$ cat config.mk
export PLATFORM = sky130hd
export DESIGN_NAME = exec_controller_flat
export DESIGN_NICKNAME = d
export VERILOG_FILES = /design/src/rtl/exec_controller_if.sv /design/src/rtl/exec_controller.sv /design/src/flat_wrapper.sv
export SDC_FILE = /design/constraint.sdc
export NUM_CORES = 1
export LEC_CHECK = 0
export CELL_PAD_IN_SITES_DETAIL_PLACEMENT = 1
export CELL_PAD_IN_SITES_GLOBAL_PLACEMENT = 1
export CORE_ASPECT_RATIO = 2
export CORE_UTILIZATION = 38
export CTS_BUF_LIST = sky130_fd_sc_hd__clkbuf_8 sky130_fd_sc_hd__clkbuf_16
export DETAILED_ROUTE_END_ITERATION = 7
export GPL_ROUTABILITY_DRIVEN = 0
export PLACE_DENSITY_LB_ADDON = 0.1
export SYNTH_ARGS = -nofsm -noshare
export SYNTH_HDL_FRONTEND = slang
export SYNTH_SLANG_ARGS = --single-unit
export TNS_END_PERCENT = 10
$ cat constraint.sdc
create_clock -name clk -period 6.4 [get_ports clk]
set_clock_uncertainty 0.2 [all_clocks]
set_input_delay 0.96 -clock clk [delete_from_list [all_inputs] [get_ports clk]]
set_output_delay 0.96 -clock clk [all_outputs]
set_load 0.005 [all_outputs]
$ cat src/rtl/exec_controller_if.sv
// Host command port of the run-control sequencer: the host is the master, the controller the slave.
interface exec_controller_if;
    logic        cmd_valid;
    logic        cmd_ready;
    logic [2:0]  cmd_op;
    logic [31:0] cmd_arg;
    logic        cmd_err;

    modport master (output cmd_valid, output cmd_op, output cmd_arg,
                    input  cmd_ready, input  cmd_err);
    modport slave  (input  cmd_valid, input  cmd_op, input  cmd_arg,
                    output cmd_ready, output cmd_err);
endinterface

$ cat src/rtl/exec_controller.sv
// Run-control sequencer for the single-cycle datapath: boot, free run, N-step,
// PC breakpoint and halt-on-EBREAK, with a retired-instruction counter.
module exec_controller #(
    parameter logic [31:0] RESET_START = 32'h0000_0000,
    parameter logic [31:0] EBREAK_ENC  = 32'h0010_0073
) (
    input  logic             clk,
    input  logic             rst,
    exec_controller_if.slave cmd,
    input  logic [31:0]      pc,
    input  logic [31:0]      instr,
    output logic             hlt,
    output logic             preset,
    output logic [31:0]      start_addr,
    output logic [1:0]       state,
    output logic [2:0]       halt_cause,
    output logic [31:0]      retired
);

    typedef enum logic [1:0] {
        ST_HALT = 2'd0,
        ST_BOOT = 2'd1,
        ST_RUN  = 2'd2,
        ST_STEP = 2'd3
    } state_t;

    localparam logic [2:0] OP_SET_START = 3'd1;
    localparam logic [2:0] OP_BOOT      = 3'd2;
    localparam logic [2:0] OP_RUN       = 3'd3;
    localparam logic [2:0] OP_STEP      = 3'd4;
    localparam logic [2:0] OP_HALT      = 3'd5;
    localparam logic [2:0] OP_SET_BP    = 3'd6;
    localparam logic [2:0] OP_CLR_BP    = 3'd7;

    localparam logic [2:0] CAUSE_RESET  = 3'd0;
    localparam logic [2:0] CAUSE_HOST   = 3'd1;
    localparam logic [2:0] CAUSE_STEP   = 3'd2;
    localparam logic [2:0] CAUSE_BP     = 3'd3;
    localparam logic [2:0] CAUSE_EBREAK = 3'd4;
    localparam logic [2:0] CAUSE_BOOT   = 3'd5;

    state_t      state_q, state_d;
    logic [2:0]  cause_d;
    logic [31:0] steps_q, steps_d;
    logic [31:0] bp_addr;
    logic        bp_en;
    logic        err_d;
    logic        run_en, enabled, accept, host_halt, exec_edge, run_op;

    assign run_en        = (state_q != ST_HALT);
    assign enabled       = ~hlt;
    assign cmd.cmd_ready = (state_q != ST_BOOT);
    assign accept        = cmd.cmd_valid && cmd.cmd_ready;
    assign host_halt     = accept && (cmd.cmd_op == OP_HALT);
    assign run_op        = (cmd.cmd_op == OP_BOOT) || (cmd.cmd_op == OP_RUN) ||
                           (cmd.cmd_op == OP_STEP);
    assign exec_edge     = enabled && ((state_q == ST_RUN) || (state_q == ST_STEP));
    assign preset        = (state_q == ST_BOOT);
    assign state         = state_q;

    // hlt only moves while clk is low, so the datapath's gated clock stays glitch-free.
    always_ff @(negedge clk or posedge rst) begin
        if (rst) begin
            hlt <= 1'b1;
        end else begin
            hlt <= ~run_en;
        end
    end

    always_ff @(posedge clk or posedge rst) begin
        if (rst) begin
            state_q    <= ST_HALT;
            halt_cause <= CAUSE_RESET;
            steps_q    <= 32'd0;
            retired    <= 32'd0;
            start_addr <= RESET_START;
            bp_addr    <= 32'd0;
            bp_en      <= 1'b0;
            cmd.cmd_err <= 1'b0;
        end else begin
            state_q     <= state_d;
            halt_cause  <= cause_d;
            steps_q     <= steps_d;
            cmd.cmd_err <= err_d;
            if (exec_edge) begin
                retired <= retired + 32'd1;
            end
            if (accept) begin
                case (cmd.cmd_op)
                    OP_SET_START: start_addr <= cmd.cmd_arg;
                    OP_SET_BP: begin
                        bp_addr <= cmd.cmd_arg;
                        bp_en   <= 1'b1;
                    end
                    OP_CLR_BP: bp_en <= 1'b0;
                    default: ;
                endcase
            end
        end
    end

    // Halt checks look at the instruction executing on this edge, so the PC stops at its successor.
    always_comb begin
        state_d = state_q;
        cause_d = halt_cause;
        steps_d = steps_q;
        err_d   = 1'b0;
        case (state_q)
            ST_HALT: begin
                if (accept) begin
                    case (cmd.cmd_op)
                        OP_BOOT: state_d = ST_BOOT;
                        OP_RUN:  state_d = ST_RUN;
                        OP_STEP: begin
                            state_d = ST_STEP;
                            steps_d = (cmd.cmd_arg == 32'd0) ? 32'd1 : cmd.cmd_arg;
                        end
                        default: ;
                    endcase
                end
            end
            ST_BOOT: begin
                if (enabled) begin
                    state_d = ST_HALT;
                    cause_d = CAUSE_BOOT;
                end
            end
            default: begin
                err_d = accept && run_op;
                if (enabled && (state_q == ST_STEP)) begin
                    steps_d = steps_q - 32'd1;
                end
                if (enabled && (instr == EBREAK_ENC)) begin
                    state_d = ST_HALT;
                    cause_d = CAUSE_EBREAK;
                end else if (enabled && bp_en && (pc == bp_addr)) begin
                    state_d = ST_HALT;
                    cause_d = CAUSE_BP;
                end else if (host_halt) begin
                    state_d = ST_HALT;
                    cause_d = CAUSE_HOST;
                end else if (enabled && (state_q == ST_STEP) && (steps_q == 32'd1)) begin
                    state_d = ST_HALT;
                    cause_d = CAUSE_STEP;
                end
            end
        endcase
    end

endmodule
$ cat src/flat_wrapper.sv
// flat-port wrapper written by rule: the top's interface ports become plain ports
module exec_controller_flat 
#(
    parameter logic [31:0] RESET_START = 32'h0000_0000,
    parameter logic [31:0] EBREAK_ENC  = 32'h0010_0073
)
  (clk, rst, pc, instr, hlt, preset, start_addr, state, halt_cause, retired, cmd_cmd_valid, cmd_cmd_op, cmd_cmd_arg, cmd_cmd_ready, cmd_cmd_err);
  exec_controller_if cmd_i ();
  input  logic clk;
  input  logic rst;
  input  logic [31:0] pc;
  input  logic [31:0] instr;
  output logic hlt;
  output logic preset;
  output logic [31:0] start_addr;
  output logic [1:0] state;
  output logic [2:0] halt_cause;
  output logic [31:0] retired;
  input wire logic [$bits(cmd_i.cmd_valid)-1:0] cmd_cmd_valid;
  input wire logic [$bits(cmd_i.cmd_op)-1:0] cmd_cmd_op;
  input wire logic [$bits(cmd_i.cmd_arg)-1:0] cmd_cmd_arg;
  output wire logic [$bits(cmd_i.cmd_ready)-1:0] cmd_cmd_ready;
  output wire logic [$bits(cmd_i.cmd_err)-1:0] cmd_cmd_err;
  assign cmd_i.cmd_valid = cmd_cmd_valid;
  assign cmd_i.cmd_op = cmd_cmd_op;
  assign cmd_i.cmd_arg = cmd_cmd_arg;
  assign cmd_cmd_ready = cmd_i.cmd_ready;
  assign cmd_cmd_err = cmd_i.cmd_err;
  exec_controller #(.RESET_START(RESET_START), .EBREAK_ENC(EBREAK_ENC)) u_core (.clk(clk), .rst(rst), .cmd(cmd_i), .pc(pc), .instr(instr), .hlt(hlt), .preset(preset), .start_addr(start_addr), .state(state), .halt_cause(halt_cause), .retired(retired));
endmodule
# [After elaboration in Yosys (flattened, before gate mapping)]
# Cells that the tools add are included.
[classes] n_eq_ne=18 mux=21 addsub=2 reduce_logical=26 bitwise=4
[ops] op="two-way mux 32 bit" count=4
[ops] op="one-hot mux 32 bit (2 select lines)" count=1
[ops] op="adder 32 x 1 -> 32 bit (second input constant)" count=1
[ops] op="== test 32 x 1 -> 1 bit (second input constant)" count=1
[ops] op="== test 32 x 21 -> 1 bit (second input constant)" count=1
[ops] op="== test 32 bit" count=1
[ops] op="logical NOT 32 bit" count=1
[ops] op="subtractor 32 x 1 -> 32 bit (second input constant)" count=1
[ops] op="two-way mux 3 bit" count=5
[ops] op="== test 3 bit (second input constant)" count=4
[ops] op="two-way mux 2 bit" count=6
[ops] op="logical AND 1 bit" count=9
[ops] op="AND reduction 4 bit" count=2
[ops] op="== test 3 x 2 -> 1 bit (second input constant)" count=2
[ops] op="inequality test 2 x 1 -> 1 bit (second input constant)" count=3
[ops] op="one-hot mux 2 bit (3 select lines)" count=1
[ops] op="one-hot mux 3 bit (2 select lines)" count=1
[ops] op="AND reduction 2 bit" count=3
[ops] op="nonzero test 2 bit" count=3
[ops] op="nonzero test 6 bit" count=1
[ops] op="nonzero test 5 bit" count=1
[ops] op="== test 2 bit (second input constant)" count=2
[ops] op="inequality test 4 x 1 -> 1 bit (second input constant)" count=1
[ops] op="inverter 1 bit" count=4
[ops] op="10 further kinds" count=12
[word_totals] out_inout_bits=73 elab_cells=80 reg_bits=136 input_bits=102

# [Depth between registers and ports, before layout]
[logic_depth] depth_word=8 mapped_depth=9 mapped_depth_nobuf=8

==> results.md <==
* Port bufs at 174
* DIE WIDTH at 95.6 um
* Syn Inst Count at 624
* Synth Area in Compound Gates at 11.0%
* TritonRoute pass-1 iters at 4
* WP data arrival at 4.76 ns
* Synth unique cells at 51
* Status: finished clean
* Post-synth EDFFs at 0
* Post-synthesis sequential area ratio at 51.1%
* Starting density of the core at 38.8%
* Via density at 5.60
* Final worst slack at 0.482 ns
* Max FO, Critical Path at 6
* Power per cell area at 394 mW/mm^2
* DRC viols at 0
* Largest family of logic cells by synthesized area: simple AND/OR/NAND/NOR gates
* Die Ht at 189 um
* H-tree levels at 4
* Measured slew at the worst slew-check pin at 1.04 ns
* Family with the most delay on the worst path: flip-flops
* # resized after CTS at 0
* Worst path slowest cell: dfstp_2
* Multi-input logic area at 0.00311 mm^2
* Max stage delay on crit path at 0.58 ns
* Setup_tns at 0 ns
* Worst VDD drop at 0.000266 V
* DIE AREA at 0.0181 mm^2
* Core Area at 0.0172 mm^2
* Critical path class: reg -> out
* Async set-reset flop share out of synthesis at 100%
* Post-Synth Adder-Cell Area at 0.563%
* Post-Synth Simple-Gate Area at 15.8%
* Startpoint types: register
* CTS root buffer: clkbuf_16
* Total Power at 3.61 mW
* Area leader, netlist: dfrtp_1
* Switching Share at 35.1%
* Crit path required time at 5.24 ns
* Worst Setup Slack post-DPL at 0.822 ns
* FF+latch area at 0.00340 mm^2
* Nets at 901
* Worst path cell trace: clkdlybuf4s50_1
* Share of layout cells above drive strength 1 at 13.6%
* Max-cap violations at 0
* Hold_buf cts at 0
* Max-slew violations at 0
* Clk_lat worst skew at 0.46 ns
* Final setup violation count at 0
* Combinational Power Share at 34.3%
* Area growth syn-to-layout at 37.4%
* Clock power share at 25.3%
* Global route total overflow at 0
* I/O pin count at 175
* Final WL at 21,300 um
* CTS Sinks at 136
* Setup Fix Bufs, Post-CTS at 0
* Syn_nets at 729
* Largest net degree at the start of global routing at 78
* Final count of hold timing violations at 0
* Tot GR Track Use at 24.9%
* TritonCTS Buffers at 17
* Leading cell type by number of instances after synthesis: dfrtp_1
* Global-route wire length before repair at 33,400 um
* Internal power at 2.34 mW
* Reg clk slew, reported paths at 0.06 ns
* Most frequent cells after synthesis: dfrtp_1 (135), mux2_2 (64), o21ai_0 (49)
* Placed Instance Area at 0.00862 mm^2
* Hold WC Path Type: reg -> reg
* Share of the synthesized area in the top cell type at 50.7%
* Multiplexer share of the synthesized area at 11.0%
* Number of antenna diodes at 0
* Vias in the first global route at 6,343
* Vias after detailed routing at 5,706
* WP buf/inv at 1
* Post-DP HPWL at 16,000 um
* Synthesized area per cell at 10.7 um^2
* Slew headroom at 30.7%
* Ys Warns at 0
* CP Capture Type: output pin
* Sw power at 1.27 mW
* CTS tree: done
* Row cnt at 68
* Unrepaired setup endpoints after global routing: no
* Initial drt markers at 183
* Initial antenna violation count at 0
* Clk buf depth at 2
* Filler cell count at 1,866
* XOR/XNOR Fraction of Synth Area at 8.28%
* Antenna viol nets, final at 0
* Leak at 3.69 nW
* Reg power frac at 40.4%
* Hold Slack at 0.280 ns
* Synth Cell Area at 0.00666 mm^2
* Top cells by area, synth: dfrtp_1 (51%), mux2_2 (11%), xor2_1 (4.6%)
* Flops & latches, synth at 136
* Top_reg_cell synth: dfrtp_1
* Final instance area at 0.00916 mm^2
* Wire per inst at 20.9 um
-- through the flow --
step / utilization (%) / std cells
after global routing: 53.3 / 1019
after global placement: 50.1 / 987
after CTS: 53.3 / 1019
after floorplan: - / 624
final: 53.3 / 1019
after detailed placement: 50.1 / 987
-- worst reg2reg max path, delay by kind of cell, from the launching register on --
family | cells | cell delay, ns
DFF | 1 | 0.39
and+or+nand+nor | 6 | 1.60
-- cells by family (layout without fill, tap and decap cells) --
logic type | Yosys count | count (layout)
mux | 65 | 65
flops | 136 | 136
fa+ha+maj | 3 | 3
simple gates | 193 | 193
compound gates | 124 | 124
xor+xnor | 63 | 63
buf+inv | 40 | 225
-- layout make-up --
cell class                 count  area share [%]
clock buffer                  20            5.10
clock inverter                13           0.861
inverter                      12           0.533
multi-input combinational    448            34.0
sequential                   136            37.2
tap                          210            2.87
timing repair buffer         180            19.5
-- layout by cell type, fill, tap and decap left out, types with 4 or more instances in the layout --
cell	count
a21oi_1	33
clkinv_2	4
and3_1	7
nand4_1	16
inv_4	4
o21ai_0	49
or3_1	5
a22oi_1	8
nand2_1	33
clkdlybuf4s50_1	174
clkbuf_16	17
a31oi_1	6
dfrtp_1	135
nor2_1	34
nand3_1	20
or4_1	5
xor2_1	35
a32oi_1	6
nor4_1	29
mux2_2	64
inv_1	12
nand2b_1	4
xnor2_1	28
nor3_1	14
buf_4	6
-- per-layer routing --
metal	wire (um)	GRT usage, %	up-vias	share of wire, %
met1	7670	25.6	2885	36
li1	-	-	2626	-
met2	12300	47.6	158	58
met4	543	9.59	0	2.5
met5	0	0	-	0
met3	777	4.54	37	3.6
-- power groups by stage --
stage / clock, mW / combinational, mW / sequential [mW]
floorplan: 0.00196 / 0.716 / 1.39
detailed placement: 0.00196 / 1.25 / 1.46
global route: 0.963 / 1.36 / 1.50
finish: 0.913 / 1.24 / 1.46
CTS: 0.934 / 1.26 / 1.45
global placement: 0.00196 / 1.20 / 1.44
-- sequential cells by signal (all words and copies together), names as in the netlist --
| name | flops |
|---|---|
| u_core.bp_addr | 32 |
| u_core.retired | 32 |
| u_core.start_addr | 32 |
| u_core.steps_q | 32 |
| u_core.halt_cause | 3 |
| u_core.state | 2 |
| u_core.bp_en | 1 |
| u_core.cmd.cmd_err | 1 |
| u_core.hlt | 1 |
-- worst paths after layout --
path / start / to / slack [ns] / cells past startpoint
worst max-delay path: u_core.hlt / hlt / 0.48 / 1
worst min-delay path: u_core.retired[31] / u_core.retired[31] / 0.28 / 1
worst max register to register: u_core.hlt / u_core.halt_cause[0] / 0.85 / 6
worst min register to register: u_core.retired[31] / u_core.retired[31] / 0.28 / 1
max in group asynchronous: rst / u_core.hlt / 2.09 / 2
min in group asynchronous: rst / u_core.retired[8] / 0.93 / 3
Note: power is estimated with default switching activity, not from simulation.
